File: src/rtl/fetch_pc.sv
// Fetch program counter and single-entry instruction buffer, one request in flight.
// Optional FETCH_MISALIGN_CHK_EN adds a sticky misaligned-redirect flag.
module fetch_pc #(
  parameter logic [63:0] RESET_PC = 64'h0000_0000_8000_0000
) (
  input  logic        clk,
  input  logic        rst_n,
  input  logic        redirect_valid,
  input  logic [63:0] redirect_pc,
  output logic        ireq_valid,
  output logic [63:0] ireq_addr,
  input  logic        ireq_ready,
  input  logic        iresp_valid,
  input  logic [31:0] iresp_data,
  output logic        inst_valid,
  output logic [31:0] inst,
  output logic [63:0] inst_pc,
  input  logic        inst_ready,
  output logic        misalign_err
);

  typedef enum logic [2:0] {IDLE, REQ, WAIT, HOLD, DRAIN} state_t;

  state_t      state, state_nxt;
  logic [63:0] pc, pc_nxt;
  logic        capture;
  logic        redirect_taken;
  logic [63:0] target;

  assign target         = {redirect_pc[63:2], 2'b00};
  assign redirect_taken = redirect_valid && (state != IDLE);

  always_ff @(posedge clk or negedge rst_n) begin
    if (!rst_n) begin
      state   <= IDLE;
      pc      <= RESET_PC;
      inst    <= '0;
      inst_pc <= '0;
    end else begin
      state <= state_nxt;
      pc    <= pc_nxt;
      if (capture) begin
        inst    <= iresp_data;
        inst_pc <= pc;
      end
    end
  end

  // Redirect wins over every handshake; DRAIN absorbs the response of a stale request.
  always_comb begin
    state_nxt = state;
    pc_nxt    = pc;
    capture   = 1'b0;
    case (state)
      IDLE: state_nxt = REQ;
      REQ: begin
        if (redirect_valid) begin
          pc_nxt    = target;
          state_nxt = ireq_ready ? DRAIN : REQ;
        end else if (ireq_ready) begin
          state_nxt = WAIT;
        end
      end
      WAIT: begin
        if (redirect_valid) begin
          pc_nxt    = target;
          state_nxt = iresp_valid ? REQ : DRAIN;
        end else if (iresp_valid) begin
          capture   = 1'b1;
          state_nxt = HOLD;
        end
      end
      HOLD: begin
        if (redirect_valid) begin
          pc_nxt    = target;
          state_nxt = REQ;
        end else if (inst_ready) begin
          pc_nxt    = pc + 64'd4;
          state_nxt = REQ;
        end
      end
      DRAIN: begin
        if (redirect_valid) pc_nxt = target;
        if (iresp_valid) state_nxt = REQ;
      end
      default: state_nxt = IDLE;
    endcase
  end

  assign ireq_valid = (state == REQ);
  assign inst_valid = (state == HOLD);
  assign ireq_addr  = pc;

`ifdef FETCH_MISALIGN_CHK_EN
  logic err_q;
  always_ff @(posedge clk or negedge rst_n) begin
    if (!rst_n) err_q <= 1'b0;
    else if (redirect_taken && (redirect_pc[1:0] != 2'b00)) err_q <= 1'b1;
  end
  assign misalign_err = err_q;
`else
  logic unused_redirect;
  assign unused_redirect = redirect_taken ^ (^redirect_pc[1:0]);
  assign misalign_err    = 1'b0;
`endif

endmodule

File: config.mk
export PLATFORM = sky130hd
export DESIGN_NAME = fetch_pc
export DESIGN_NICKNAME = d
export VERILOG_FILES = /design/src/rtl/fetch_pc.sv
export SDC_FILE = /design/constraint.sdc
export NUM_CORES = 1
export LEC_CHECK = 0
export CAP_MARGIN = 0
export CORE_MARGIN = 2
export CORE_UTILIZATION = 47
export DETAILED_ROUTE_END_ITERATION = 8
export PLACE_DENSITY_LB_ADDON = 0.15
export RECOVER_POWER = 100
export REMOVE_ABC_BUFFERS = 1
export SYNTH_ARGS = -nofsm -noshare
export SYNTH_HDL_FRONTEND = slang
export SYNTH_SLANG_ARGS = --single-unit
File: constraint.sdc
create_clock -name clk -period 3.05 [get_ports clk]
set_input_delay 0.915 -clock clk [delete_from_list [all_inputs] [get_ports clk]]
set_output_delay 0.915 -clock clk [all_outputs]
set_load 0.005 [all_outputs]
==> impl_results.md <==
- Drt wl/cell: 20.0 um
- Largest net degree at the start of global routing: 55
- Synthesis-stage register bit count: 159
- P_int: 0.00710 W
- FF+latch area: 0.00398 mm^2
- Critical path required time: 3.38 ns
- Diodes inserted: 0
- Post-CTS Resized: 0
- CTS tree: done
- Antenna violations before repair: 0
- Total GRT Usage: 27.2%
- Endpoints failing setup: 0
- First DRT Iteration DRCs: 625
- # nets final: 1114
- Boundary Pins: 265
- First-pass GRT wire length: 39200 um
- Synth warn: 0
- WL final: 24800 um
- Fraction of layout instances using a drive strength above 1: 15.2%
- IO Port Bufs: 257
- CTS Buf Count: 17
- Die Height: 135 um
- Slew @ Worst Pin: 1.19 ns
- Critical path type: input port to flip-flop
- Cell Area, Placed: 0.0110 mm^2
- Clock Latency Late Sink: 0.42 ns
- Worst vdd ir: 0.480 mV
- Worst setup EP type: flip-flop
- Most frequently used flop master after synthesis: dfrtp_1
- Post-synthesis cell type count: 68
- Max FO, Critical Path: 11
- Clock H-tree levels: 4
- Cell Chain, Critical Path: dlygate4sd3_1 > a21oi_1 > o221a_1 > clkbuf_1 > nor3_1 > a211o_1 > nor3_1
- Switching power share of the total: 36.1%
- Area delta synth->final: 42.8%
- Relative slew slack: 20.9%
- Leakage: 4.94 nW
- Post-DRT Antenna Nets: 0
- Multi-input logic area: 0.00376 mm^2
- Router iterations before antenna repair: 5
- Most frequent cells in the layout: dlygate4sd3_1, dfrtp_1, clkdlybuf4s50_1
- Crit path largest cell delay: 0.63 ns
- Critical path's top delay family: buffers and inverters
- PD cells: 963 mW/mm^2
- Logic pwr share: 42.3%
- RePlAce Congestion: 0.840
- # fillers: 1366
- Clock sinks: 159
- Worst Hold Class: flip-flop to flip-flop
- Row count: 47
- Status: finished, final reports clean
- Synthesized area: 0.00808 mm^2
- Postcts setup bufs: 0
- Worst Path Arrival: 3.26 ns
- NetSw: 0.00401 W
- Final Hold Fails: 0
- GR Overflow Total: 0
- Clock Pin Slew Worst Setup and Hold Paths: 0.06 ns
- CTS max path bufs: 2
- CP bufs+invs: 2
- Crit share post-route: 96.2%
- Final WS setup: 0.116 ns
- Detailed placement HPWL: 17200 um
- RSZ-0062 raised after global routing: no
- Clock Power Share: 20.6%
- DRC violations left: 0
- Post-synth EDFFs: 0
- Slowest CP cell: dlygate4sd3_1
- Root Buffer: clkbuf_16
- Reg power frac: 37.1%
- Via density: 6.00
- Slew Limit Fails: 0
- Via Count: 7469
- Final instance area: 0.0115 mm^2
- Mapped Cells: 767
- Cts hold-fix bufs: 0
- Area leader, netlist: dfrtp_1
- Register area share after synthesis: 49.3%
- Initial Util: 48.4%
- CORE AREA: 0.0167 mm^2
- Critical path launch point type: input port
- Flop2flop setup slack: 0.32 ns
- Share of the synthesized area in the top cell type: 48.9%
- Total die area: 0.0183 mm^2
- Die width: 135 um
- Post-placement worst setup slack: 0.104 ns
- Clock Skews: 0.00831 ns
- Tmin final: 2.93 ns
- Mean post-synth cell area: 10.5 um^2
- Main area contributors after synthesis: dfrtp_1, mux2_2, nand3_1, nand4_1, a21oi_1
- Finished Core Util: 69.1%
- Power Total: 0.0111 W
- Asr flop ratio synth: 100%
- F_max: 0.341 GHz
- CP most frequent cell: nor3_1
- Max Cap Viol: 0
- Vias in the first global route: 7227
[state kept, by name (all words and copies together), names as in the netlist]
signal	cells
state	3
inst_pc	62
ireq_addr	62
inst	32
[cell type report]
type	count	area share (%)
clock buffers	23	4.14
clock inverters	9	1.36
inverters	5	0.163
multi-input cells	537	32.6
flip-flops and latches	159	34.5
well taps	220	2.39
repair buffers	291	24.8
[final timing paths]
| kind | from | endpoint | cells after the start |
|---|---|---|---|
| min in group asynchronous | rst_n | inst[14]$_DFFE_PN0P_ | 1 |
| hold / removal | inst_pc[33]$_DFFE_PN0P_ | inst_pc[33]$_DFFE_PN0P_ | 2 |
| setup reg to reg | ireq_addr[28]$_DFFE_PN0P_ | ireq_addr[48]$_DFFE_PN0P_ | 6 |
| hold reg to reg | inst_pc[33]$_DFFE_PN0P_ | inst_pc[33]$_DFFE_PN0P_ | 2 |
| setup / recovery | redirect_valid | ireq_addr[59]$_DFFE_PN0P_ | 7 |
| max in group asynchronous | rst_n | ireq_addr[54]$_DFFE_PN0P_ | 2 |
[power by group through the flow]
stage	clock, W	combinational, W	sequential, W
4_1_cts	0.00232	0.00516	0.00415
5_1_grt	0.00240	0.00509	0.00429
3_3_place_gp	0	0.00502	0.00413
6_report	0.00229	0.00470	0.00412
3_5_place_dp	0	0.00512	0.00417
2_1_floorplan	0	0.00207	0.00403
[tightest hold or removal path, delay by kind of cell, from the launching register on]
kind | cells | cell delay [ns]
flops | 1 | 0.34
compound gates | 1 | 0.06
simple gates | 1 | 0.05
[routing by layer]
| metal | GRT usage (%) | vias up | routed length, um |
|---|---|---|---|
| li1 | - | 3424 | - |
| met5 | 0 | - | 0 |
| met3 | 6.04 | 24 | 2070 |
| met4 | 7.58 | 0 | 300 |
| met1 | 37.2 | 3676 | 10600 |
| met2 | 44.0 | 345 | 11900 |
[logic make-up (layout without fill, tap and decap cells)]
kind of cell / Yosys count / count (layout) / share of synthesized area [%]
simple gates: 269 / 269 / 18.8
compound gates: 164 / 164 / 13.8
flops: 159 / 159 / 49.3
mux: 97 / 97 / 13.5
buf+inv: 75 / 328 / 4.38
fa+ha+maj: 1 / 1 / 0.155
other cells: 1 / 5 / 0.0464
xor+xnor: 1 / 1 / 0.108
[cells in the mapped netlist, types with 6 or more instances]
| library cell | n |
|---|---|
| mux2_2 | 86 |
| nor4_1 | 12 |
| buf_4 | 9 |
| or3_1 | 7 |
| buf_2 | 13 |
| a211oi_1 | 6 |
| nor2_1 | 32 |
| a31oi_1 | 6 |
| a311oi_1 | 8 |
| a21oi_1 | 36 |
| clkbuf_1 | 37 |
| a221oi_1 | 7 |
| nand2_1 | 47 |
| or4_1 | 10 |
| nand4_1 | 32 |
| o22ai_1 | 14 |
| a22oi_1 | 9 |
| a2bb2oi_1 | 8 |
| o21ai_0 | 29 |
| buf_1 | 8 |
| mux2_1 | 7 |
| nor3_1 | 21 |
| and3_1 | 22 |
| dfrtp_1 | 158 |
| nand3_1 | 43 |
| and4_1 | 12 |
[per-stage QoR]
step           cells  hold WS (ns)  setup TNS [ns]
5_1_grt         1244         0.506               0
3_3_place_gp    1212         0.471               0
2_1_floorplan    701         0.473          -55.33
6_report        1244         0.483               0
3_5_place_dp    1212         0.473               0
4_1_cts         1244         0.417               0
Power figures use the tool's default switching activity.
